## config.mk

```make
export PLATFORM = sky130hd
export DESIGN_NAME = sport_rx_mc_flat
export DESIGN_NICKNAME = d
export VERILOG_FILES = /design/src/rtl/sport_rx_mc_if.sv /design/src/rtl/sport_rx_mc.sv /design/src/flat_wrapper.sv
export SDC_FILE = /design/constraint.sdc
export NUM_CORES = 1
export LEC_CHECK = 0
export BUFFER_PORTS_ARGS = -buffer_cell sky130_fd_sc_hd__buf_2
export CORE_ASPECT_RATIO = 1.2
export CORE_MARGIN = 10
export CORE_UTILIZATION = 35
export CTS_BUF_LIST = sky130_fd_sc_hd__clkbuf_8
export CTS_CLUSTER_DIAMETER = 40
export DETAILED_ROUTE_END_ITERATION = 7
export HOLD_SLACK_MARGIN = 0.06
export PLACE_DENSITY_LB_ADDON = 0.15
export SYNTH_ARGS = -nofsm -noshare
export SYNTH_HDL_FRONTEND = slang
export SYNTH_SLANG_ARGS = --single-unit
```

## constraint.sdc

```tcl
create_clock -name DSPCLK -period 4.05 [get_ports DSPCLK]
set_input_delay 1.0125 -clock DSPCLK [delete_from_list [all_inputs] [get_ports DSPCLK]]
set_output_delay 1.0125 -clock DSPCLK [all_outputs]
set_load 0.05 [all_outputs]
```

## src/rtl/sport_rx_mc_if.sv

```systemverilog
`default_nettype none
// ============================================================================
//  Module   : sport_rx_mc_if
//  Purpose  : Bundles the serial pins, frame configuration and receive-FIFO
//             core-side signals of the multichannel SPORT receiver.
//  Revision : 1.0 - initial release
// ============================================================================
interface sport_rx_mc_if #(
  parameter int DW    = 16,
  parameter int NCH   = 32,
  parameter int CHW   = 5,
  parameter int DEPTH = 4
);
  localparam int SLW = $clog2(DW);
  localparam int LW  = $clog2(DEPTH) + 1;

  // Serial side and frame configuration
  logic           SP_EN;
  logic           SCLK;
  logic           RFS;
  logic           RD;
  logic [SLW-1:0] SLEN;
  logic           SEXT;
  logic           MCE;
  logic [NCH-1:0] CH_MASK;

  // Core side of the receive FIFO
  logic           RX_RD;
  logic           OVF_CLR;
  logic [DW-1:0]  RX_DATA;
  logic [CHW-1:0] RX_CH;
  logic           RX_VALID;
  logic [LW-1:0]  RX_LVL;
  logic           OVF;
  logic           ISR;

  // Master: whoever drives the pins and reads the FIFO
  modport master (
    output SP_EN, SCLK, RFS, RD, SLEN, SEXT, MCE, CH_MASK, RX_RD, OVF_CLR,
    input  RX_DATA, RX_CH, RX_VALID, RX_LVL, OVF, ISR
  );

  // Slave: the receiver itself
  modport slave (
    input  SP_EN, SCLK, RFS, RD, SLEN, SEXT, MCE, CH_MASK, RX_RD, OVF_CLR,
    output RX_DATA, RX_CH, RX_VALID, RX_LVL, OVF, ISR
  );
endinterface
`default_nettype wire

```

## src/rtl/sport_rx_mc.sv

```systemverilog
`default_nettype none
// ============================================================================
//  Module   : sport_rx_mc
//  Purpose  : Single-clock multichannel serial receiver. Oversamples SCLK in
//             the DSPCLK domain, frames words on RFS, deserialises MSB-first
//             words of 3..DW bits and queues {channel, data} in a small
//             fall-through FIFO with overflow flag and per-word interrupt.
//  Revision : 1.0 - initial release
// ============================================================================
module sport_rx_mc #(
  parameter int DW    = 16,
  parameter int NCH   = 32,
  parameter int CHW   = 5,
  parameter int DEPTH = 4
) (
  input  wire logic    DSPCLK,
  input  wire logic    RST,
  sport_rx_mc_if.slave bus
);
  localparam int SLW = $clog2(DW);
  localparam int AW  = $clog2(DEPTH);
  localparam int LW  = AW + 1;

  localparam logic [0:0] S_IDLE  = 1'b0;
  localparam logic [0:0] S_SHIFT = 1'b1;

  // --------------------------------------------------------------------------
  // Synchronisers and edge detect
  // --------------------------------------------------------------------------
  logic [2:0] r_sclk_s;
  logic [1:0] r_rfs_s;
  logic [1:0] r_rd_s;
  logic       w_sclk_rise;
  logic       w_rfs_s;
  logic       w_rd_s;
  logic       w_sample;

  // Bring the asynchronous pins into DSPCLK; SCLK keeps one extra stage for edge detection
  always_ff @(posedge DSPCLK) begin
    if (RST) begin
      r_sclk_s <= '0;
      r_rfs_s  <= '0;
      r_rd_s   <= '0;
    end else begin
      r_sclk_s <= {r_sclk_s[1:0], bus.SCLK};
      r_rfs_s  <= {r_rfs_s[0], bus.RFS};
      r_rd_s   <= {r_rd_s[0], bus.RD};
    end
  end

  assign w_sclk_rise = r_sclk_s[1] & ~r_sclk_s[2];
  assign w_rfs_s     = r_rfs_s[1];
  assign w_rd_s      = r_rd_s[1];
  // A disabled port never samples, so nothing can be pushed while SP_EN is low
  assign w_sample    = w_sclk_rise & bus.SP_EN;

  // --------------------------------------------------------------------------
  // Framing FSM and deserialiser
  // --------------------------------------------------------------------------
  logic [0:0]     r_state;
  logic [0:0]     w_state_nxt;
  logic [SLW-1:0] r_bcnt;
  logic [CHW-1:0] r_chan;
  logic [DW-2:0]  r_shift;
  logic [SLW-1:0] r_slen;
  logic           r_sext;
  logic           r_mce;
  logic [NCH-1:0] r_mask;

  logic [SLW-1:0] w_slen_eff;
  logic           w_start;
  logic           w_word_done;
  logic           w_last_chan;
  logic           w_mask_bit;
  logic           w_push;
  logic [CHW-1:0] w_tag;
  logic [DW-1:0]  w_word_raw;
  logic [DW-1:0]  w_word_ext;
  logic           w_fill;

  // Words shorter than 3 bits are not supported; clamp the requested length
  assign w_slen_eff  = (bus.SLEN < SLW'(2)) ? SLW'(2) : bus.SLEN;
  assign w_start     = (r_state == S_IDLE) & w_sample & w_rfs_s;
  assign w_word_done = (r_state == S_SHIFT) & w_sample & (r_bcnt == '0);
  assign w_last_chan = (r_chan == CHW'(NCH - 1));
  // Last bit merged combinationally so the push lands on the edge that samples it
  assign w_word_raw  = {r_shift, w_rd_s};

  // Select the frame-latched receive-enable bit of the current channel
  always_comb begin
    w_mask_bit = 1'b0;
    for (int i = 0; i < NCH; i++) begin
      if (CHW'(i) == r_chan) w_mask_bit = r_mask[i];
    end
  end

  // State register
  always_ff @(posedge DSPCLK) begin
    if (RST) r_state <= S_IDLE;
    else     r_state <= w_state_nxt;
  end

  // Next-state: start on framed rise, leave after the last word of the frame
  always_comb begin
    w_state_nxt = r_state;
    if (!bus.SP_EN) begin
      w_state_nxt = S_IDLE;
    end else begin
      case (r_state)
        S_IDLE:  if (w_start) w_state_nxt = S_SHIFT;
        S_SHIFT: if (w_word_done && (!r_mce || w_last_chan)) w_state_nxt = S_IDLE;
        default: w_state_nxt = S_IDLE;
      endcase
    end
  end

  // FSM outputs: push strobe for completed, unmasked words and their channel tag
  always_comb begin
    w_push = w_word_done & (~r_mce | w_mask_bit);
    w_tag  = r_mce ? r_chan : '0;
  end

  // Bit/channel counters, shift register and per-frame configuration snapshot
  always_ff @(posedge DSPCLK) begin
    if (RST) begin
      r_bcnt  <= '0;
      r_chan  <= '0;
      r_shift <= '0;
      r_slen  <= SLW'(2);
      r_sext  <= 1'b0;
      r_mce   <= 1'b0;
      r_mask  <= '0;
    end else if (!bus.SP_EN) begin
      r_bcnt  <= '0;
      r_chan  <= '0;
      r_shift <= '0;
    end else if (w_start) begin
      r_shift <= (DW-1)'(w_rd_s);
      r_bcnt  <= w_slen_eff - SLW'(1);
      r_chan  <= '0;
      r_slen  <= w_slen_eff;
      r_sext  <= bus.SEXT;
      r_mce   <= bus.MCE;
      r_mask  <= bus.CH_MASK;
    end else if ((r_state == S_SHIFT) && w_sample) begin
      if (r_bcnt == '0) begin
        // Next word starts from a clean register; words are back-to-back
        r_shift <= '0;
        if (r_mce && !w_last_chan) begin
          r_chan <= r_chan + CHW'(1);
          r_bcnt <= r_slen;
        end else begin
          r_chan <= '0;
        end
      end else begin
        r_shift <= w_word_raw[DW-2:0];
        r_bcnt  <= r_bcnt - SLW'(1);
      end
    end
  end

  // Sign- or zero-extend above the word MSB (bit r_slen)
  always_comb begin
    w_fill     = 1'b0;
    w_word_ext = '0;
    for (int i = 0; i < DW; i++) begin
      if (SLW'(i) == r_slen) w_fill = r_sext & w_word_raw[i];
    end
    for (int i = 0; i < DW; i++) begin
      w_word_ext[i] = (SLW'(i) <= r_slen) ? w_word_raw[i] : w_fill;
    end
  end

  // --------------------------------------------------------------------------
  // Receive FIFO
  // --------------------------------------------------------------------------
  logic [CHW+DW-1:0] r_mem [DEPTH];
  logic [AW:0]       r_wr;
  logic [AW:0]       r_rd;
  logic              r_ovf;
  logic              r_isr;
  logic [LW-1:0]     w_lvl;
  logic              w_empty;
  logic              w_full;
  logic              w_pop;
  logic              w_wr_en;
  logic              w_ovf_set;
  logic [CHW+DW-1:0] w_head;

  assign w_lvl     = r_wr - r_rd;
  assign w_empty   = (w_lvl == '0);
  assign w_full    = (w_lvl == LW'(DEPTH));
  assign w_pop     = bus.RX_RD & ~w_empty;
  // A pop on the same edge frees the slot, so a full FIFO can still accept
  assign w_wr_en   = w_push & (~w_full | w_pop);
  assign w_ovf_set = w_push & w_full & ~w_pop;
  assign w_head    = r_mem[r_rd[AW-1:0]];

  // Storage array; contents are don't-care until the write pointer covers them
  always_ff @(posedge DSPCLK) begin
    if (w_wr_en) r_mem[r_wr[AW-1:0]] <= {w_tag, w_word_ext};
  end

  // Pointers carry one extra bit so full and empty are distinguishable
  always_ff @(posedge DSPCLK) begin
    if (RST) begin
      r_wr <= '0;
      r_rd <= '0;
    end else begin
      if (w_wr_en) r_wr <= r_wr + LW'(1);
      if (w_pop)   r_rd <= r_rd + LW'(1);
    end
  end

  // Sticky overflow (set beats clear) and per-word interrupt pulse
  always_ff @(posedge DSPCLK) begin
    if (RST) begin
      r_ovf <= 1'b0;
      r_isr <= 1'b0;
    end else begin
      r_isr <= w_push;
      if (w_ovf_set)        r_ovf <= 1'b1;
      else if (bus.OVF_CLR) r_ovf <= 1'b0;
    end
  end

  assign bus.RX_DATA  = w_empty ? '0 : w_head[DW-1:0];
  assign bus.RX_CH    = w_empty ? '0 : w_head[CHW+DW-1:DW];
  assign bus.RX_VALID = ~w_empty;
  assign bus.RX_LVL   = w_lvl;
  assign bus.OVF      = r_ovf;
  assign bus.ISR      = r_isr;

endmodule
`default_nettype wire

```

## src/flat_wrapper.sv

```systemverilog
// flat-port wrapper written by rule: the top's interface ports become plain ports
module sport_rx_mc_flat 
#(
  parameter int DW    = 16,
  parameter int NCH   = 32,
  parameter int CHW   = 5,
  parameter int DEPTH = 4
)
  (DSPCLK, RST, bus_SP_EN, bus_SCLK, bus_RFS, bus_RD, bus_SLEN, bus_SEXT, bus_MCE, bus_CH_MASK, bus_RX_RD, bus_OVF_CLR, bus_RX_DATA, bus_RX_CH, bus_RX_VALID, bus_RX_LVL, bus_OVF, bus_ISR);
  sport_rx_mc_if #(.DW(DW), .NCH(NCH), .CHW(CHW), .DEPTH(DEPTH)) bus_i ();
  input  wire logic DSPCLK;
  input  wire logic RST;
  input wire logic [$bits(bus_i.SP_EN)-1:0] bus_SP_EN;
  input wire logic [$bits(bus_i.SCLK)-1:0] bus_SCLK;
  input wire logic [$bits(bus_i.RFS)-1:0] bus_RFS;
  input wire logic [$bits(bus_i.RD)-1:0] bus_RD;
  input wire logic [$bits(bus_i.SLEN)-1:0] bus_SLEN;
  input wire logic [$bits(bus_i.SEXT)-1:0] bus_SEXT;
  input wire logic [$bits(bus_i.MCE)-1:0] bus_MCE;
  input wire logic [$bits(bus_i.CH_MASK)-1:0] bus_CH_MASK;
  input wire logic [$bits(bus_i.RX_RD)-1:0] bus_RX_RD;
  input wire logic [$bits(bus_i.OVF_CLR)-1:0] bus_OVF_CLR;
  output wire logic [$bits(bus_i.RX_DATA)-1:0] bus_RX_DATA;
  output wire logic [$bits(bus_i.RX_CH)-1:0] bus_RX_CH;
  output wire logic [$bits(bus_i.RX_VALID)-1:0] bus_RX_VALID;
  output wire logic [$bits(bus_i.RX_LVL)-1:0] bus_RX_LVL;
  output wire logic [$bits(bus_i.OVF)-1:0] bus_OVF;
  output wire logic [$bits(bus_i.ISR)-1:0] bus_ISR;
  assign bus_i.SP_EN = bus_SP_EN;
  assign bus_i.SCLK = bus_SCLK;
  assign bus_i.RFS = bus_RFS;
  assign bus_i.RD = bus_RD;
  assign bus_i.SLEN = bus_SLEN;
  assign bus_i.SEXT = bus_SEXT;
  assign bus_i.MCE = bus_MCE;
  assign bus_i.CH_MASK = bus_CH_MASK;
  assign bus_i.RX_RD = bus_RX_RD;
  assign bus_i.OVF_CLR = bus_OVF_CLR;
  assign bus_RX_DATA = bus_i.RX_DATA;
  assign bus_RX_CH = bus_i.RX_CH;
  assign bus_RX_VALID = bus_i.RX_VALID;
  assign bus_RX_LVL = bus_i.RX_LVL;
  assign bus_OVF = bus_i.OVF;
  assign bus_ISR = bus_i.ISR;
  sport_rx_mc #(.DW(DW), .NCH(NCH), .CHW(CHW), .DEPTH(DEPTH)) u_core (.DSPCLK(DSPCLK), .RST(RST), .bus(bus_i));
endmodule
```

Yosys cells after proc, flatten, opt, wreduce, memory -nomap -nowiden
Memories as Yosys holds them, arrays and structs flattened. A register that Yosys moved wholly into a read port is not among the register bits.
Index checks and enable logic that the tools add are counted.
Widths: inputs -> output; s select.
{ "totals": {"ff_bits": 78, "mem_bits_rw": 84, "input_bits": 46, "out_inout_bits": 27, "memories": 1} }
{ "memory_table": {"columns": ["memory", "words", "word_bits", "rd", "rd_clocked_by_memory_dff", "write_ports", "line", "source"], "rows": [
  ["u_core.r_mem", 4, 21, 1, 1, 1, "sport_rx_mc.sv:177", "logic [CHW+DW-1:0] r_mem [DEPTH];"]
]} }
{ "op_classes": {"add_sub_neg": 6, "n_lt_le_gt_ge": 17, "n_eq_ne": 49, "muxes": 85, "bitwise": 36, "reduce_logical": 17} }
{ "op_table": {"columns": ["operator", "count"], "rows": [
  ["$eq 5x5->1 const A", 16],
  ["$mux 1", 72],
  ["$eq 4x5->1 const A", 8],
  ["$eq 4x4->1 const A", 8],
  ["$le 4x4->1 const A", 8],
  ["$and 1x1->1", 27],
  ["$eq 3x5->1 const A", 4],
  ["$mux 4", 5],
  ["$eq 3x4->1 const A", 4],
  ["$le 3x4->1 const A", 4],
  ["$mux 16", 1],
  ["$mux 15", 1],
  ["$mux 5", 3],
  ["$eq 2x5->1 const A", 2],
  ["$eq 2x4->1 const A", 2],
  ["$le 1x4->1 const A", 2],
  ["$le 2x4->1 const A", 2],
  ["$logic_not 4->1", 2],
  ["$sub 4x1->4 const B", 2],
  ["$not 1->1", 7],
  ["$add 3x1->3 const B", 2],
  ["$reduce_and 2->1", 3],
  ["$add 5x1->5 const B", 1],
  ["$eq 1x5->1 const A", 1],
  ["other kinds (17)", 23]
]} }

Depth between registers and ports, before layout
Gate-level depths: netlist (run 1).
{ "logic_depth": {"word_depth": 38, "depth_mapped": 11} }

Worst setup path before layout (run 1)
OpenSTA, ideal clock, no wires.
{ "synth_path": {"path_type": "reg-to-output", "startpoint": "register u_core.r_wr[0]", "endpoint": "output port bus_RX_CH[0]", "arrival_ps": 2627, "required_ps": 3038, "slack_ps": 410, "path_stages_with_launch": 9, "path_buffers": 1, "cell_sequence": "dfxtp_1 > inv_1 > ha_1 > fa_1 > xor2_1 > xnor2_1 > nand3_1 > clkbuf_1 > and2_1"} }
{ "synth_via": {"elab_chain_cells": 3} }
{ "synth_rtl": {"columns": ["item", "line", "source"], "rows": [
  ["start: declaration", "sport_rx_mc.sv:178", "logic [AW:0] r_wr;"],
  ["start signal: assignment", "sport_rx_mc.sv:210", "if (w_wr_en) r_wr <= r_wr + LW'(1);"],
  ["$sub 3x3->3", "sport_rx_mc.sv:190", "assign w_lvl = r_wr - r_rd;"],
  ["$logic_not 3->1", "sport_rx_mc.sv:191", "assign w_empty = (w_lvl == '0);"],
  ["$mux 5", "sport_rx_mc.sv:228", "assign bus.RX_CH = w_empty ? '0 : w_head[CHW+DW-1:DW];"],
  ["end: declaration", "flat_wrapper.sv:24", "output wire logic [$bits(bus_i.RX_CH)-1:0] bus_RX_CH;"]
]} }
Every way passes these cells.

Final worst setup path (run 1)
{ "layout_path": {"startpoint": "register u_core.r_wr[0]", "endpoint": "output port bus_RX_DATA[9]"} }
{ "layout_via": {"elab_chain_cells": 3} }
{ "layout_rtl": {"columns": ["item", "line", "source"], "rows": [
  ["$sub 3x3->3", "sport_rx_mc.sv:190", null],
  ["$logic_not 3->1", "sport_rx_mc.sv:191", null],
  ["$mux 16", "sport_rx_mc.sv:227", "assign bus.RX_DATA = w_empty ? '0 : w_head[DW-1:0];"],
  ["end: declaration", "flat_wrapper.sv:23", "output wire logic [$bits(bus_i.RX_DATA)-1:0] bus_RX_DATA;"]
]} }
Every way passes these cells.

==> results.ini, run 1 <==
[synthesis]
syn_inst=706
yosys.area.top_type_share_pct=33.31
ys_async_sr_fraction_pct=0
yosysMostFrequentCell=nand2_1
synth_top_flop_cell=edfxtp_1
yosysWarnings=0
ys_top_cells_by_area=edfxtp_1 33%, dfxtp_1 21%, mux4_2 6.2%
synth_edf_count=84
synth_seq_area_share_pct=54.46
syn_area_per_cell_um2=10.73
synth_area_um2=7572
syn_nets=767
synth_commonest_cells=119 x nand2_1, 84 x edfxtp_1, 80 x dfxtp_1
synth_top_area_cell=edfxtp_1
synth_cell_type_count=69
ys_ff_latch=164

[critical_path]
cp.required_ns=3.04
arrival_ns=2.73
crit_path_max_incr_delay_ns=0.44
crit_chain=inv_1, ha_1, fa_1, xor2_1, xnor2_1, nand3_1, buf_4, and2_1, buf_2
cp_max_fo=24
critPathCaptureType=output port
cp_top_family=adder cells
worst_r2r_startpoint=u_core.r_chan[0]
worst-setup-path-type=register to output port
r2r_cells=9
cp_num_buf_inv=3
r2r_setup_slack_ns=0.92
critPathSlowestCell=fa_1
r2r_end=u_core.r_mem[1][18]
cp-start-kind=register

[detailed_routing]
ant_nets=0
routed_wl_mm=16.95
drc=0
vias=5358
drt_iter0_markers=311
via_per_inst=5.122
first_pass_iters=5
wl_per_cell_um=16.20

[floorplan]
start_util_pct=35.86
rows=58
ios=73
core_um2=21120
die_area_um2=27940
die_h_um=181.1
die_x_um=154.3

[placement]
dp_hpwl_mm=12.01
dp_cells=1014
place_congestion=0.7951
numPortBuffers=72

[global_route]
grt_pass1_wl_mm=28.21
grt_max_degree=42
grt_use_total_pct=12.19
grt_remaining_overflow=0
grt_pass1_vias=5519
antenna_found_initial=0

[timing]
hold_ws_ns=0.4499
period_share_pct=92.34
grt_setup_unrepaired=false
setup_viol_count_final=0
hold_violations=0
relSlewSlack_pct=50.54
fin_crit_ns=3.740
clock.fmax_mhz=267.4
finClkSkew_ns=0.01894
setup_tns_ns=0
slew_viol_final=0
tightestPinTransition_ns=0.7408

[job]
cap_viol_max_count=0

[worst_hold_path]
hold_class=register to register
holdPathEnd=u_core.r_sclk_s[1]
hold_depth=1
holdCritStartpoint=u_core.r_sclk_s[0]

[clock_network]
h-tree-depth=4
clk_path_buf_depth=2
cts-root-buf=clkbuf_8
clk_pin_slew_worst_paths_ns=0.10
cts_buffers=17
post_cts_resized=0
cts_tree=done
clock_latency_ns=0.47
cts_num_sinks=164
holdBufCountCts=0
cts_setup_buffers=0

[final_layout]
finalNetCount=824
layout-drive-gt1-share_pct=20.23
stdcell_count=1046
area_growth_pct=12.99
num_antenna_cells=0

[power]
p_per_area_nw_per_um2=490.3
power.leakage_uw=0.002903
peakVddDrop_mv=0.5052

[outcome]
status=completed

[routing by layer]
layer  wire, µm  GRT usage [%]
met5          0              0
met4        232          4.200
met3        699          2.970
met2       8332          20.36
met1       7684          14.94
[sequential cells by signal (all words and copies together) (netlist names), 2 cells and up, named ones only]
signal / flops
u_core.r_shift: 15
u_core.r_slen: 4
u_core.r_bcnt: 4
u_core.r_wr: 3
u_core.r_mem: 84
u_core.r_mask: 32
u_core.r_rd: 3
u_core.r_chan: 5
u_core.r_rfs_s: 2
u_core.r_rd_s: 2
u_core.r_sclk_s: 3
[where the power goes]
| group | switching [µW] | internal, µW |
|---|---|---|
| combinational | 932 | 321 |
| sequential | 20.2 | 1740 |
| clock | 711 | 471 |
| total | 1660 | 2530 |
[how the worst max path moves through the flow]
| stage | from | to | slack, ns | depth (start not counted) |
|---|---|---|---|---|
| after floorplan | u_core.r_wr[0] | bus_RX_CH[0] | 0.41 | 8 |
| after global placement | u_core.r_wr[0] | bus_RX_CH[4] | 0.91 | 9 |
| after detailed placement | u_core.r_wr[0] | bus_RX_DATA[9] | 0.76 | 9 |
| after CTS | u_core.r_wr[0] | bus_RX_DATA[9] | 0.24 | 9 |
| after global routing | u_core.r_wr[0] | bus_RX_DATA[4] | 0.11 | 9 |
| final | u_core.r_wr[0] | bus_RX_DATA[9] | 0.31 | 9 |
[worst reg2reg max path: stages (launching register included)]
cell and delay, ns:
dfxtp_1 0.46, ha_1 0.51, nor2b_2 0.35, a22oi_1 0.10
a2bb2oi_1 0.17, o31ai_1 0.33, a21oi_2 0.15, o21ai_2 0.26
and2_1 0.17, buf_4 0.30
[cell type report]
class                   count  area (µm²)
well taps                 270       337.8
inverters                  25       93.84
flip-flops and latches    164        4124
clock inverters            15       173.9
fillers                  2077       12560
clock buffers              17       234.0
multi-input cells         471        3142
repair buffers             84       450.4
[stage by stage]
step	utilization [%]	power [µW]	area (µm²)	setup slack, ns
after CTS	40.51	4271	8556	0.2445
after global placement	38.58	3071	8148	0.9078
after detailed placement	38.58	3086	8148	0.7585
after global routing	40.51	4405	8556	0.1082
final	40.51	4195	8556	0.3101
after floorplan	-	2786	7572	0.4102
[cells by family after synthesis]
| group | count (synthesis) | synth area share (%) |
|---|---|---|
| simple gates | 268 | 17.09 |
| flops | 164 | 54.46 |
| compound gates | 146 | 12.03 |
| buf+inv | 71 | 4.048 |
| mux | 37 | 9.220 |
| fa+ha+maj | 15 | 2.578 |
| xor+xnor | 5 | 0.5784 |
[layout by cell type, fill, tap and decap left out, drive strengths merged, types with 22 or more instances in the layout]
master and n:
dfxtp 80, and2 33, nand2 120, mux4 22, buf 84, nand3 24, nor2 32, edfxtp 84
a21oi 73, inv 32, o21ai 22
(Power assumes the default switching activity.)
==> inputs of run 2 (changes only) <==
BUFFER_PORTS_ARGS = not set   (was -buffer_cell sky130_fd_sc_hd__buf_2)
DONT_BUFFER_PORTS = 1   (was not set)
==> run 2 against run 1 <==
  * Global-route usage decreased by 0.49 points
  * Sequential power hardly changed
  * Final area down 0.60%
  * Worst hold slack better by 0.0023 ns
  * Sequential cell count unchanged
  * First-iteration DRC count down 7.1%
  * Highest routed layer unchanged
==> results.ini, run 2 (same netlist as run 1, synthesis figures left out) <==
[outcome]
status=completed

[worst_hold_path]
hold_class=register to register
hold_depth=1
holdPathEnd=u_core.r_sclk_s[1]
holdCritStartpoint=u_core.r_sclk_s[0]

[floorplan]
die_area_um2=27940
start_util_pct=35.86
die_x_um=154.3
ios=73
core_um2=21120
rows=58
die_h_um=181.1

[clock_network]
cts-root-buf=clkbuf_8
clk_pin_slew_worst_paths_ns=0.10
clk_path_buf_depth=2
cts_buffers=17
cts_setup_buffers=0
cts_num_sinks=164
cts_tree=done
clock_latency_ns=0.46
h-tree-depth=4

[detailed_routing]
ant_nets=0
via_per_inst=5.161
drt_iter0_markers=289
wl_per_cell_um=16.81
first_pass_iters=5
routed_wl_mm=16.63
vias=5104
drc=0

[placement]
pre_cts_ws_ns=0.6459
place_congestion=0.8039
dp_hpwl_mm=11.54
numPortBuffers=0

[final_layout]
layout_common_cells=119 x nand2_1, 84 x edfxtp_1, 80 x dfxtp_1
area_growth_pct=12.31
layout-drive-gt1-share_pct=14.46
num_antenna_cells=0
finalNetCount=767
final_common_cell=nand2_1
nFillCells=2045
largest_reg_flops=84

[timing]
relSlewSlack_pct=51.70
period_share_pct=92.22
fin_crit_ns=3.735
grt_setup_unrepaired=false
setup_viol_count_final=0
finClkSkew_ns=0.01730
setup_tns_ns=0
slew_viol_final=0
hold_violations=0
clock.fmax_mhz=267.7
tightestPinTransition_ns=0.7236
fin_ws_ns=0.3152

[power]
power.leakage_uw=0.002744
peakVddDrop_mv=0.5828
p_per_area_nw_per_um2=539.7

[job]
cap_viol_max_count=0

[critical_path]
cp_num_buf_inv=3
r2r_cells=9
cp-start-kind=register
worst_r2r_startpoint=u_core.r_chan[0]
arrival_ns=2.72
crit_path_max_incr_delay_ns=0.43
crit_chain=inv_1, ha_1, fa_1, xor2_1, xnor2_1, nand3_1, buf_4, and2_1, buf_12
critPathSlowestCell=fa_1
cp_top_family=adder cells
cp.required_ns=3.04
critPathCaptureType=output port
r2r_end=u_core.r_mem[0][11]
cp_max_fo=24
worst-setup-path-type=register to output port
r2r_setup_slack_ns=0.85

[global_route]
grt_pass1_wl_mm=26.78
grt_max_degree=56
grt_use_total_pct=11.69
antenna_found_initial=0
grt_remaining_overflow=0
grt_pass1_vias=5252

## run 2: changes by cell type in the layout (fill, tap and decap cells not counted), sizes merged
cell	change
inv	+4
clkinvlp	+1
buf	-57
clkinv	-5
## run 2: metrics by stage
step / hold slack, ns / cells / power (µW) / cell area, µm² / util (%)
after floorplan: 0.4138 / 706 / 2786 / 7572 / -
after global placement: 0.4346 / 957 / 3496 / 8113 / 38.42
after detailed placement: 0.4384 / 957 / 3506 / 8113 / 38.42
after CTS: 0.4563 / 989 / 4658 / 8499 / 40.25
after global routing: 0.4641 / 989 / 4785 / 8504 / 40.27
final: 0.4522 / 989 / 4589 / 8504 / 40.27
## run 2: layout make-up
class | instances | area, µm² | area share [%]
Sequential cell | 164 | 4124 | 48.49
Multi-Input combinational cell | 471 | 3147 | 37.00
Timing Repair Buffer | 27 | 415.4 | 4.885
Tap cell | 270 | 337.8 | 3.972
Clock buffer | 17 | 234.0 | 2.751
Clock inverter | 15 | 152.6 | 1.795
Inverter | 25 | 93.84 | 1.103
## run 2: report_power, final
group | switching, µW | total [µW] | leakage (µW) | internal (µW)
clock network | 685 | 1150 | 0.000190 | 465
registers | 9.60 | 1750 | 0.00138 | 1740
logic | 995 | 1690 | 0.00118 | 695
## run 2: worst max path at each step
stage                        start         endpoint  slack [ns]  cells after the start
finish              u_core.r_wr[0]   bus_RX_DATA[5]        0.32                      9
global route        u_core.r_wr[0]   bus_RX_DATA[5]        0.11                      9
CTS                 u_core.r_wr[0]  bus_RX_DATA[14]        0.13                      8
detailed placement  u_core.r_wr[0]  bus_RX_DATA[14]        0.65                      8
global placement    u_core.r_wr[0]  bus_RX_DATA[14]        0.70                      8
floorplan           u_core.r_wr[0]     bus_RX_CH[0]        0.41                      8
## run 2: per-layer routing
layer / vias to the layer above / global-route usage [%] / part of all wire, %
li1: 2539 / - / -
met1: 2450 / 13.65 / 44
met2: 106 / 20.00 / 50
met3: 9 / 3.683 / 5.1
met4: 0 / 3.443 / 0.81
met5: - / 0 / 0
## run 2: what timing repair did
action | 4_1_cts | 5_1_grt
hold buffers | 0 | 0
gates resized for setup | 0 | 4
endpoints found under the setup margin | 0 | 4
==> inputs of run 3 (changes only) <==
ABC_CLOCK_PERIOD_IN_PS = 4050   (was not set)
CORE_MARGIN = not set   (was 10)
==> run 3 against run 2 <==
  * First-iteration DRC count grew 18%
  * Global-route usage rose by 3.8 points
  * Largest power group unchanged
  * Critical endpoint is now bus_RX_DATA[7]
  * Sequential cell count unchanged
  * Final cell count decreased by 0.51%
  * Largest cell class unchanged
==> results.ini, run 3 (same netlist as run 1, synthesis figures left out) <==
[outcome]
status=completed

[power]
p_per_area_nw_per_um2=526.1
peakVddDrop_mv=0.5745
power.leakage_uw=0.002701
power_uw=4421

[timing]
tightestPinTransition_ns=0.7195
grt_setup_unrepaired=false
setup_tns_ns=0
fin_ws_ns=0.3032
setup_viol_count_final=0
hold_violations=0
finClkSkew_ns=0.01369
fin_crit_ns=3.747
relSlewSlack_pct=51.97
slew_viol_final=0
clock.fmax_mhz=266.9
period_share_pct=92.51

[detailed_routing]
wl_per_cell_um=16.41
drc=0
ant_nets=0
drt_iter0_markers=341
vias=5153
routed_wl_mm=16.14
via_per_inst=5.237
first_pass_iters=7

[global_route]
antenna_found_initial=0
met3_usage_pct=3.445
grt_pass1_vias=5191
grt-busiest-layer=met2
grt_max_degree=56
grt_pass1_wl_mm=26.50
grtUsageMet2_pct=26.60
grt_remaining_overflow=0
grt_use_total_pct=15.46
grtUsageMet1_pct=19.08

[clock_network]
clock_latency_ns=0.46
clk_pin_slew_worst_paths_ns=0.09
holdBufCountCts=0
cts_buffers=17
cts-root-buf=clkbuf_8
h-tree-depth=4
cts_setup_buffers=0
post_cts_resized=0
cts_num_sinks=164
cts_tree=done
clk_path_buf_depth=2

[final_layout]
area_growth_pct=10.99
layout_common_cells=119 x nand2_1, 84 x edfxtp_1, 80 x dfxtp_1
layout-drive-gt1-share_pct=14.43
final_util_pct=39.80
largest_reg_flops=84
nFillCells=2065
multi_input_area_um2=3153
finalNetCount=762
num_antenna_cells=0
seq_area_um2=4124
final_common_cell=nand2_1

[placement]
dp_hpwl_mm=11.03
numPortBuffers=0
pre_cts_ws_ns=0.6150
place_congestion=0.8196

[floorplan]
die_h_um=163.1
core_um2=21120
rows=58
die_x_um=136.3
ios=73
start_util_pct=35.86
die_area_um2=22230

[critical_path]
arrival_ns=2.73
cp_max_fo=24
cp-start-kind=register
cp.required_ns=3.04
critPathCaptureType=output port
worst-setup-path-type=register to output port

[worst_hold_path]
hold_class=register to register

[job]
cap_viol_max_count=0

[run 3: area by class of cell]
class | instances | area share [%]
Tap cell | 270 | 4.020
Multi-Input combinational cell | 471 | 37.52
Timing Repair Buffer | 22 | 3.752
Clock buffer | 17 | 2.784
Clock inverter | 15 | 1.742
Inverter | 25 | 1.117
Sequential cell | 164 | 49.07
[run 3: final timing paths]
kind	start	to	slack [ns]	cells past startpoint
worst max register to register	u_core.r_chan[0]	u_core.r_mem[1][11]	0.86	9
worst min-delay path	u_core.r_sclk_s[0]	u_core.r_sclk_s[1]	0.45	1
worst min register to register	u_core.r_sclk_s[0]	u_core.r_sclk_s[1]	0.45	1
worst max-delay path	u_core.r_wr[0]	bus_RX_DATA[7]	0.30	9
[run 3: metrics by stage]
step / cells / instance area (µm²) / hold WS [ns]
after CTS: 984 / 8393 / 0.4526
final: 984 / 8404 / 0.4485
after global routing: 984 / 8404 / 0.4600
after floorplan: 706 / 7572 / 0.4138
after detailed placement: 952 / 8013 / 0.4308
after global placement: 952 / 8013 / 0.4356
[run 3: where the power goes]
part | internal, µW | switching [µW]
logic | 566 | 961
clock network | 501 | 644
registers | 1740 | 9.85
[run 3: critical path, stage by stage (launching register included)]
cell     delay [ns]
dfxtp_1        0.39
inv_1          0.11
ha_1           0.21
fa_1           0.44
xor2_1         0.16
xnor2_1        0.25
nand3_1        0.11
buf_4          0.24
and2_1         0.21
buf_12         0.15
[run 3: metal layers]
layer,vias to the layer above,share of wire [%]
li1,2518,-
met1,2509,45
met5,-,0
met3,12,4.4
met2,114,50
met4,0,0.91
